### config.mk
export PLATFORM = sky130hd
export DESIGN_NAME = bin_to_bcd_serial
export DESIGN_NICKNAME = d
export VERILOG_FILES = /design/src/rtl/bin_to_bcd_serial.sv
export SDC_FILE = /design/constraint.sdc
export NUM_CORES = 1
export LEC_CHECK = 0
export BUFFER_PORTS_ARGS = -buffer_cell sky130_fd_sc_hd__buf_2
export CORE_UTILIZATION = 40
export CTS_CLUSTER_SIZE = 30
export DETAILED_ROUTE_END_ITERATION = 6
export GPL_ROUTABILITY_DRIVEN = 0
export GPL_TIMING_DRIVEN = 1
export PLACE_DENSITY = 0.55
export SLEW_MARGIN = 20
export SYNTH_ARGS = -nofsm -noshare
export SYNTH_HDL_FRONTEND = slang
export SYNTH_SLANG_ARGS = --single-unit
export TNS_END_PERCENT = 50
### constraint.sdc
create_clock -name clk -period 3.15 [get_ports clk]
set_input_delay 0.1575 -clock clk [delete_from_list [all_inputs] [get_ports clk]]
set_output_delay 0.1575 -clock clk [all_outputs]
set_load 0.1 [all_outputs]
### src/rtl/bin_to_bcd_serial.sv
// -----------------------------------------------------------------------------
// bin_to_bcd_serial
//
// Serial double-dabble converter: turns an unsigned binary value into packed
// BCD for the seven-segment display path, one input bit per clock. It also
// reports how many digits are significant, which the display uses for
// leading-zero blanking and for choosing the exponent format.
//
// Ports
//   clk          system clock, everything on the rising edge
//   rst_n        synchronous, active-low reset
//   start        conversion request, only looked at while idle
//   bin          unsigned binary input, captured on the accepted start edge
//   busy         high while a conversion is running
//   done         one-cycle pulse when bcd / digit_count carry a new result
//   bcd          packed BCD, digit 0 (least significant) in bits [3:0]
//   digit_count  number of significant digits, 1..DIGITS (zero reports 1)
//
// Timing: start accepted at edge k, WIDTH shift edges k+1..k+WIDTH, done is
// high in the cycle after edge k+WIDTH. bcd and digit_count only change on
// that final edge, so the display never sees a partial result.
// -----------------------------------------------------------------------------
module bin_to_bcd_serial #(
    parameter int WIDTH  = 30,
    parameter int DIGITS = 10
) (
    input  logic                             clk,
    input  logic                             rst_n,
    input  logic                             start,
    input  logic [WIDTH-1:0]                 bin,
    output logic                             busy,
    output logic                             done,
    output logic [4*DIGITS-1:0]              bcd,
    output logic [$clog2(DIGITS+1)-1:0]      digit_count
);

    localparam int BW  = 4 * DIGITS;          // BCD field width
    localparam int SW  = BW + WIDTH;          // full {bcd, bin} shift register
    localparam int CW  = $clog2(WIDTH + 1);   // bit counter width
    localparam int DCW = $clog2(DIGITS + 1);  // digit_count width

    localparam logic [0:0] ST_IDLE  = 1'b0;
    localparam logic [0:0] ST_SHIFT = 1'b1;

    // The BCD field must be able to hold the largest binary input, i.e.
    // 10^DIGITS > 2^WIDTH - 1. Evaluated with wide arithmetic at elaboration.
    function automatic bit cfg_legal();
        logic [255:0] pow10;
        logic [255:0] max_bin;
        pow10 = 256'd1;
        for (int i = 0; i < DIGITS; i++) begin
            pow10 = pow10 * 256'd10;
        end
        max_bin = (256'd1 << WIDTH) - 256'd1;
        return pow10 > max_bin;
    endfunction

    localparam bit CFG_OK = cfg_legal();

    generate
        if (!CFG_OK) begin : g_bad_cfg
            $error("bin_to_bcd_serial: DIGITS too small for WIDTH (need 10^DIGITS > 2^WIDTH-1)");
        end
    endgenerate

    // -------------------------------------------------------------------------
    // State
    // -------------------------------------------------------------------------
    logic [0:0]       state_reg;
    logic [SW-1:0]    sr_reg;
    logic [CW-1:0]    cnt_reg;
    logic             busy_reg;
    logic             done_reg;
    logic [BW-1:0]    bcd_reg;
    logic [DCW-1:0]   dc_reg;

    // -------------------------------------------------------------------------
    // Datapath: add-3 on every nibble >= 5, then shift left by one
    // -------------------------------------------------------------------------
    logic [BW-1:0]    adj_bcd;
    logic [SW-1:0]    sr_next;
    logic [BW-1:0]    bcd_next;
    logic [DCW-1:0]   dc_next;
    logic [DIGITS-1:0] nib_ok;

    genvar gi;
    generate
        for (gi = 0; gi < DIGITS; gi++) begin : g_nibble
            logic [3:0] nib;
            assign nib = sr_reg[WIDTH + 4*gi +: 4];
            assign adj_bcd[4*gi +: 4] = (nib >= 4'd5) ? (nib + 4'd3) : nib;
            // After add-3 and shift, a nibble that started at 0..9 stays 0..9.
            assign nib_ok[gi] = (sr_next[WIDTH + 4*gi +: 4] <= 4'd9);
        end
    endgenerate

    // The bit shifted out of the top is always 0 for a legal configuration.
    always_comb begin
        sr_next  = {adj_bcd, sr_reg[WIDTH-1:0]} << 1;
        bcd_next = sr_next[SW-1:WIDTH];
    end

    // Significant digit count: position of the highest non-zero nibble + 1,
    // with an all-zero value still showing a single '0'.
    always_comb begin
        dc_next = DCW'(1);
        for (int i = 0; i < DIGITS; i++) begin
            if (bcd_next[4*i +: 4] != 4'd0) begin
                dc_next = DCW'(i + 1);
            end
        end
    end

    // -------------------------------------------------------------------------
    // Control
    // -------------------------------------------------------------------------
    always_ff @(posedge clk) begin
        if (!rst_n) begin
            state_reg <= ST_IDLE;
            sr_reg    <= '0;
            cnt_reg   <= '0;
            busy_reg  <= 1'b0;
            done_reg  <= 1'b0;
            bcd_reg   <= '0;
            dc_reg    <= DCW'(1);
        end else begin
            done_reg <= 1'b0;
            if (state_reg == ST_IDLE) begin
                if (start) begin
                    sr_reg    <= {{BW{1'b0}}, bin};
                    cnt_reg   <= CW'(WIDTH);
                    busy_reg  <= 1'b1;
                    state_reg <= ST_SHIFT;
                end
            end else begin
                sr_reg  <= sr_next;
                cnt_reg <= cnt_reg - CW'(1);
                // Counter reaches zero on this edge: publish the result.
                if (cnt_reg == CW'(1)) begin
                    bcd_reg   <= bcd_next;
                    dc_reg    <= dc_next;
                    done_reg  <= 1'b1;
                    busy_reg  <= 1'b0;
                    state_reg <= ST_IDLE;
                end
            end
        end
    end

    assign busy        = busy_reg;
    assign done        = done_reg;
    assign bcd         = bcd_reg;
    assign digit_count = dc_reg;

    // Every intermediate nibble stays a valid decimal digit.
    a_nibble_range: assert property (
        @(posedge clk) disable iff (!rst_n)
        (state_reg == ST_SHIFT) |-> (&nib_ok)
    );

endmodule

Yosys cells after proc, flatten, opt, wreduce, memory -nomap -nowiden

Index checks and enable logic that the tools add are counted.

Flip-flop bits (word level): 122
Input bits: 33
Output and inout port bits: 46
Word-level logic and storage cells: 76

Add/subtract/negate cells: 11
Magnitude comparators: 10
Eq/ne operators: 2
Muxes and demuxes: 30
Bitwise gates (word level): 1
Reduce and logical (&&, ||, !) cells: 14

Operators with widths:

| cell                                                 | count |
|---|---|
| two-way mux 70 bit                                   | 2 |
| two-way mux 4 bit                                    | 17 |
| >= comparator 4 x 3 -> 1 bit (second input constant) | 10 |
| adder 4 x 2 -> 4 bit (second input constant)         | 9 |
| nonzero test 4 bit                                   | 9 |
| two-way mux 5 bit                                    | 2 |
| two-way mux 1 bit                                    | 7 |
| AND reduction 2 bit                                  | 3 |
| == test 5 x 1 -> 1 bit (second input constant)       | 1 |
| subtractor 5 x 1 -> 5 bit (second input constant)    | 1 |
| adder 3 x 2 -> 3 bit (second input constant)         | 1 |
| two-way mux 3 bit                                    | 1 |
| two-way mux 2 bit                                    | 1 |
| != test 2 x 1 -> 1 bit (second input constant)       | 1 |
| nonzero test 2 bit                                   | 1 |
| OR reduction 2 bit                                   | 1 |
| NOT 1 bit                                            | 1 |

Depth between registers and ports, before layout

Gate-level depths: netlist (run 1).

Depth in word-level cells: 12
Gate-level depth with buffers: 9
Depth with buffers taken out: 9

Worst setup path before layout (run 1)

Ideal clock, no wire load.

Path type: reg-to-reg
From: register sr_reg[63]
To: register dc_reg[1] (netlist: digit_count[1])
Library setup time: 0.068 ns
Data arrival time: 1.873 ns
Data required time: 3.082 ns
Setup slack: 1.209 ns
Cell stages (with the launch flop): 10
Path buffers: 0
Period minus slack after synthesis: 1.941 ns
Path through: dfxtp_1 > inv_1 > ha_1 > nand2b_2 > a21oi_4 > mux2i_1 > nor4b_2 > nor4b_4 > o221ai_1 > a21oi_2

Cells in the longest elaborated chain, start to end: 5
Elaborated cells on any way between the ends: 7
Classes of those cells: 1 x add/sub; 1 x order compare; 3 x mux; 2 x reduce/logical

RTL lines:

| what                                                                 | line | source |
|---|---|---|
| start, declared                                                      | 70   | `logic [SW-1:0] sr_reg;` |
| start signal, assigned                                               | 130  | `sr_reg <= {{BW{1'b0}}, bin};` |
| start signal, assigned                                               | 136  | `sr_reg <= sr_next;` |
| adder 4 x 2 -> 4 bit or >= comparator 4 x 3 -> 1 bit (tied branches) | 91   | `assign adj_bcd[4*gi +: 4] = (nib >= 4'd5) ? (nib + 4'd3) : nib;` |
| two-way mux 4 bit *                                                  | 91   |  |
| nonzero test 4 bit                                                   | 108  | `if (bcd_next[4*i +: 4] != 4'd0) begin` |
| two-way mux 4 bit                                                    | 108  |  |
| two-way mux 4 bit *                                                  | 108  |  |
| end signal, assigned                                                 | 141  | `dc_reg <= dc_next;` |
| end, declared                                                        | 75   | `logic [DCW-1:0] dc_reg;` |

Mark *: on every way between the ends. The rest lies on a longest branch, timed or not.
A chain may end at the register's enable or synchronous reset.

Worst setup path in the final report (run 1)

From: register sr_reg[54]
To: register dc_reg[2] (netlist: digit_count[2])

Cells in the longest elaborated chain, start to end: 7
Elaborated cells on any way between the ends: 9
Classes of those cells: 1 x add/sub; 1 x order compare; 5 x mux; 2 x reduce/logical

RTL lines:

| what                                                                 | line |
|---|---|
| adder 4 x 2 -> 4 bit or >= comparator 4 x 3 -> 1 bit (tied branches) | 91 |
| two-way mux 4 bit *                                                  | 91 |
| nonzero test 4 bit                                                   | 108 |
| two-way mux 4 bit                                                    | 108 |
| two-way mux 4 bit * (3 in series)                                    | 108 |

Marks and branches as above.

==> reports/results.ini, run 1 <==
[critical_path]
r2r_cells=9
start_kind=flop
required_ps=3430
crit_fanout=5
path_class=reg -> reg
crit_path_end_kind=flop
arrival_ps=2700

[layout]
final_cells=976
final_nets=838
area_growth_pct=19.4
n_antenna_cell=0
n_fill_cell=1370
largest_reg_flops=70
layout-drive-gt1-share_pct=16.5

[power]
power_density_nw_per_um2=550
p_clk_share_pct=50.9
power_frac_seq_pct=42.4
p_int_uw=2940
irDropWorstVdd_mv=0.471
power_switching_uw=889
p_leak_uw=0.00285
p_comb_share_pct=6.7
swShare_pct=23.2

[yosys]
yosys.cell_types.count=41
syn_nets=780
yosys-top-cells-area=dfxtp_1 (42%), a21oi_1 (9.1%), nor2_1 (8.1%)
synth_top_area_cell=dfxtp_1
ys_warn_count=0
async_reset_ff_share_pct=0
synth_xor_area_share_pct=1.50
synth_edf_count=0
yosys.area_share.adder_pct=4.72
synth_most_common_cell=nor2_1
ys.flop_type=dfxtp_1
syn-cell-area_um2=5830
synth_simple_gate_area_share_pct=23.9
ys_seq_area_share_pct=41.9
avgSynthCellArea_um2=8.04
synth_common_cells=nor2_1 (126), dfxtp_1 (122), a21oi_1 (106), nand2_1 (62), mux2i_1 (43)
synth_compound_area_share_pct=16.1
synth_seq_cells=122
synth_top_family_by_area=simple AND/OR/NAND/NOR gates
synth_mux_area_share_pct=7.38
syn_inst=725
netlist.area_leader.share_pct=41.9

[outcome]
status=completed

[sta]
final_hold_viol_count=0
fin_setup_tns_ps=0
worst_pin_slew_ps=856
setup_viol=0
slew_viol_final=0
grt_setup_unrepaired=false
finalCriticalPeriod_ps=2420
max_freq_mhz=414
slew_headroom_pct=43.0
finClkSkew_ps=7.17
period_share_pct=76.7

[global_routing]
overflow=0
grt_max_degree=112
track_usage_pct=19.6
grt_pass1_wl_um=22900
antenna_found_initial=0
grt_pass1_vias=4801

[clock_tree]
cts_resized=0
cts_hold_buf=0
cts.sinks=122
clockBufferDepth=2
clk_latency_ps=410
ctsHtreeMaxLevel=4
cts_tree=built
postCtsSetupBuffers=0
cts.reportedPaths.clkPinSlew_ps=50
clockRootBuffer=clkbuf_16
numCtsBuffers=17

[route]
dr_total_vias=5032
routed_wl_um=13700
vias_per_cell=5.16
ant_nets=0
dr.pass1.iters=4
routedWlPerCell_um=14.0
drtIter0Drc=290
drc_errors=0

[die]
pin_count=79
dieHeight_um=123
die_area_um2=15100
die_width_um=123
rows=43
coreArea_um2=14000
start_util_pct=41.5

[hold_path]
hp-class=in -> reg
hold_depth=3

[place]
dp_hpwl_um=8750
portBuffers=78
placed_cells=944

[job]
max_cap_viol_count=0

worst paths after layout:
kind | start | end | slack [ps]
max | sr_reg[54] | digit_count[2] | 730
min | bin[0] | sr_reg[0] | 50
max reg2reg | sr_reg[54] | digit_count[2] | 730
min reg2reg | bcd[34] | bcd[34] | 450
worst max-delay path, stage by stage, from the launching register on:
cell      delay [ps]
dfxtp_1          350
inv_1             90
ha_1             250
nand2b_1          90
a21oi_1          270
mux2i_1          190
nor4b_1          710
nand4_1          170
nand3_1          120
a21oi_1           60
cells in the final DEF, fill, tap and decap left out, drive strengths merged, types with 3 or more instances in the layout:
cell type  synthesis  final
a21oi            113    113
xnor2             10     10
dfxtp            122    122
nor4b              6      6
ha                22     22
nand2b            16     16
nand3             11     11
a211oi            13     13
nor3b             21     21
nor3              38     38
o21a               4      4
mux2i             43     43
nand2             62     62
clkinv             0      4
a311oi             3      3
clkbuf            34     27
o21ai             26     26
inv               25     24
nor2             127    127
buf               11     84
area by class of cell:
type	count	area, um2	area share [%]
Timing Repair Buffer	84	460	6.61
Clock inverter	5	52.6	0.755
Inverter	25	95.1	1.37
Tap cell	180	225	3.24
Sequential cell	122	2450	35.1
Clock buffer	27	554	7.96
Multi-Input combinational cell	533	3130	44.9
routing by layer:
layer / wire (um) / vias to the layer above / GRT usage, %
li1: - / 2598 / -
met1: 6580 / 2340 / 24.6
met2: 6450 / 78 / 32.4
met3: 444 / 16 / 4.74
met4: 186 / 0 / 7.62
met5: 0 / - / 0
cell families (layout without fill, tap and decap cells):
| family | Yosys count | after routing |
|---|---|---|
| adders and majority gates | 22 | 22 |
| xor gates and xnor gates | 10 | 10 |
| AOI/OAI and AO/OA | 165 | 165 |
| muxes | 43 | 43 |
| buffers and inverters | 70 | 141 |
| DFF | 122 | 122 |
| and+or+nand+nor | 293 | 293 |
per-stage QoR:
step / worst slack, ps / hold slack (ps) / cell area, um2 / power, uW / utilization, %
after floorplan: 1210 / 353 / 5830 / 1840 / -
after detailed placement: 783 / 447 / 6350 / 1910 / 45.3
after CTS: 764 / 27.6 / 6960 / 3880 / 49.6
after global routing: 593 / 94.7 / 6960 / 3990 / 49.6
after global placement: 822 / 440 / 6350 / 1910 / 45.3
final: 732 / 45.2 / 6960 / 3830 / 49.6
power groups by stage:
stage	combinational [uW]	clock [uW]	sequential, uW
after floorplan	168	0	1670
after global placement	253	0	1650
after detailed placement	258	0	1660
after CTS	259	2000	1620
after global routing	285	2070	1630
final	256	1950	1620
Power figures use the tool's default switching activity.
==> run 2, diff against run 1 <==
- ABC_AREA: unset -> 1
- clock period: 3.15 -> 2.3 ns (I/O delays scaled with it)
==> reports/results.ini, run 2 <==
[sta]
finClkSkew_ps=5.88  ; was 7.17 ps
final_hold_viol_count=0  ; unchanged
worst_pin_slew_ps=665  ; was 856 ps
fin_setup_tns_ps=0  ; unchanged
finalCriticalPeriod_ps=2050  ; was 2420 ps
setup_viol=0  ; unchanged
slew_viol_final=0  ; unchanged
slew_headroom_pct=55.7  ; was 43.0%
grt_setup_unrepaired=false  ; unchanged
max_freq_mhz=487  ; was 414 MHz
period_share_pct=89.2  ; was 76.7%

[global_routing]
overflow=0  ; unchanged
grt_pass1_vias=5244  ; was 4801
track_usage_pct=20.6  ; was 19.6%
grt_max_degree=66  ; was 112
antenna_found_initial=0  ; unchanged
grt_pass1_wl_um=24100  ; was 22900 um

[power]
power_density_nw_per_um2=726  ; was 550 nW/um2
p_leak_uw=0.00344  ; was 0.00285 uW
irDropWorstVdd_mv=0.534  ; was 0.471 mV

[yosys]
async_reset_ff_share_pct=0  ; unchanged
avgSynthCellArea_um2=7.17  ; was 8.04 um2
ys_warn_count=0  ; unchanged
syn-cell-area_um2=5840  ; was 5830 um2
ys_seq_area_share_pct=41.8  ; was 41.9%
synth_common_cells=nand2_1 (240), dfxtp_1 (122), inv_1 (104), nand3_1 (76), a21oi_1 (39)  ; was nor2_1 (126), dfxtp_1 (122), a21oi_1 (106), nand2_1 (62), mux2i_1 (43)
syn_inst=815  ; was 725
synth_most_common_cell=nand2_1  ; was nor2_1
synth_top_area_cell=dfxtp_1  ; unchanged
yosys.cell_types.count=40  ; was 41
ys.flop_type=dfxtp_1  ; unchanged
yosys-top-cells-area=dfxtp_1 (42%), nand2_1 (15%), inv_1 (6.7%)  ; was dfxtp_1 (42%), a21oi_1 (9.1%), nor2_1 (8.1%)
syn_nets=870  ; was 780
synth_edf_count=0  ; unchanged
netlist.area_leader.share_pct=41.8  ; was 41.9%
synth_seq_cells=122  ; unchanged

[critical_path]
reg2reg_setup_slack_ps=250  ; was 730 ps
path_class=reg -> reg  ; unchanged
r2r_cells=11  ; was 9
r2r_end=digit_count[3]  ; was digit_count[2]
rr_startpoint=sr_reg[62]  ; was sr_reg[54]
startpoint=sr_reg[62]  ; was sr_reg[54]
crit_path_end_kind=flop  ; unchanged
crit_fanout=5  ; unchanged
start_kind=flop  ; unchanged
arrival_ps=2360  ; was 2700 ps
required_ps=2610  ; was 3430 ps

[job]
max_cap_viol_count=0  ; unchanged

[die]
die_width_um=123  ; about the same
rows=43  ; unchanged
pin_count=79  ; unchanged
dieHeight_um=123  ; about the same
coreArea_um2=14000  ; unchanged
start_util_pct=41.6  ; was 41.5%
die_area_um2=15100  ; about the same

[layout]
n_antenna_cell=0  ; unchanged
final_cell_mix=nand2_1 (240), dfxtp_1 (121), inv_1 (104)  ; was nor2_1 (126), dfxtp_1 (121), a21oi_1 (106)
n_fill_cell=1357  ; was 1370
layout-drive-gt1-share_pct=15.5  ; was 16.5%
layout_commonest_cell=nand2_1  ; was nor2_1
utilization_pct=51.9  ; was 49.6%
final_nets=969  ; was 838
largest_reg_flops=70  ; unchanged
final_cells=1107  ; was 976
area_growth_pct=24.8  ; was 19.4%

[clock_tree]
cts.reportedPaths.clkPinSlew_ps=50  ; about the same
clk_latency_ps=420  ; was 410 ps
clockBufferDepth=2  ; unchanged
ctsHtreeMaxLevel=4  ; unchanged
cts.sinks=122  ; unchanged
numCtsBuffers=17  ; unchanged
clockRootBuffer=clkbuf_16  ; unchanged
cts_tree=built  ; unchanged

[hold_path]
hold-path-endpoint=sr_reg[4]  ; was sr_reg[0]
hp-start=bin[4]  ; was bin[0]
hp-class=in -> reg  ; unchanged
hold_depth=5  ; was 3

[route]
dr_total_vias=5451  ; was 5032
dr.pass1.iters=6  ; was 4
drtIter0Drc=322  ; was 290
drc_errors=0  ; unchanged
routed_wl_um=14500  ; was 13700 um
ant_nets=0  ; unchanged
vias_per_cell=4.92  ; was 5.16
routedWlPerCell_um=13.1  ; was 14.0 um

[outcome]
status=completed  ; unchanged

[place]
portBuffers=78  ; unchanged
placed_cells=1046  ; was 944
dp_hpwl_um=9600  ; was 8750 um

-- run 2: cell count changes in the layout (fill, tap and decap cells not counted), sizes merged, moves of 29 or more --
| cell | change |
|---|---|
| nor2 | -90 |
| nor3 | -36 |
| o21ai | +36 |
| a21oi | -74 |
| dlygate4sd3 | +29 |
| inv | +83 |
| nand2 | +180 |
| mux2i | -42 |
| nand3 | +66 |
-- run 2: worst max-delay path, stage by stage (launching register included) --
cell and delay, ps:
dfxtp_1 370, inv_1 80, ha_1 210, inv_1 60, nand2_1 70, nand2_1 160
xor2_1 340, nand4_1 230, nor2_1 220, nand2_1 80, o211ai_1 90, inv_1 50
-- run 2: what timing repair did --
item | CTS | global route
buffers inserted | 0 | 0
hold buffers | 29 | 0
gates resized for setup | 0 | 0
endpoints found under the hold margin | 29 | 0
-- run 2: report_power, final --
part | internal, uW | total [uW] | leakage, uW | switching, uW
logic | 137 | 373 | 0.00216 | 236
registers | 2170 | 2200 | 0.000989 | 37.5
clock network | 1810 | 2720 | 0.000297 | 907
-- run 2: area by class of cell --
type	instances	area [um2]	share of cell area, %
Clock buffer	25	495	6.80
Inverter	108	408	5.59
Timing Repair Buffer	118	776	10.6
Tap cell	180	225	3.09
Multi-Input combinational cell	547	2830	38.8
Clock inverter	7	113	1.54
Sequential cell	122	2440	33.5
-- run 2: through the flow --
step                      hold slack (ps)  power, uW  cell area, um2  setup slack [ps]
after CTS                           0.727       5360            7290               240
after floorplan                       285       2470            5840               599
after global routing                 55.8       5510            7290              8.43
final                                15.9       5300            7290               249
after detailed placement              403       2580            6390               276
after global placement                394       2580            6390               304
-- run 2: worst max path at each step --
stage	to	cells after the start
after CTS	digit_count[3]	11
after floorplan	digit_count[0]	18
after global routing	digit_count[0]	18
final	digit_count[3]	11
after global placement	digit_count[3]	11
after detailed placement	digit_count[3]	11
-- run 2: logic make-up (layout without fill, tap and decap cells) --
kind of cell | after synthesis | count (layout) | share of synthesized area, %
AO/OA/AOI/OAI | 136 | 136 | 13.5
XOR/XNOR | 14 | 14 | 2.23
adder cells (fa/ha/maj) | 22 | 22 | 4.71
buffers and inverters | 146 | 258 | 9.90
flip-flops | 122 | 122 | 41.8
multiplexers | 1 | 1 | 0.171
AND/OR/NAND/NOR | 374 | 374 | 27.7
-- run 2: layer usage --
layer  vias up  track usage [%]  part of all wire (%)
met5         -                0                     0
met4         0             9.38                   1.9
met3        18             4.74                   3.9
met2       111             34.3                    47
met1      2499             25.1                    47
li1       2823                -                     -
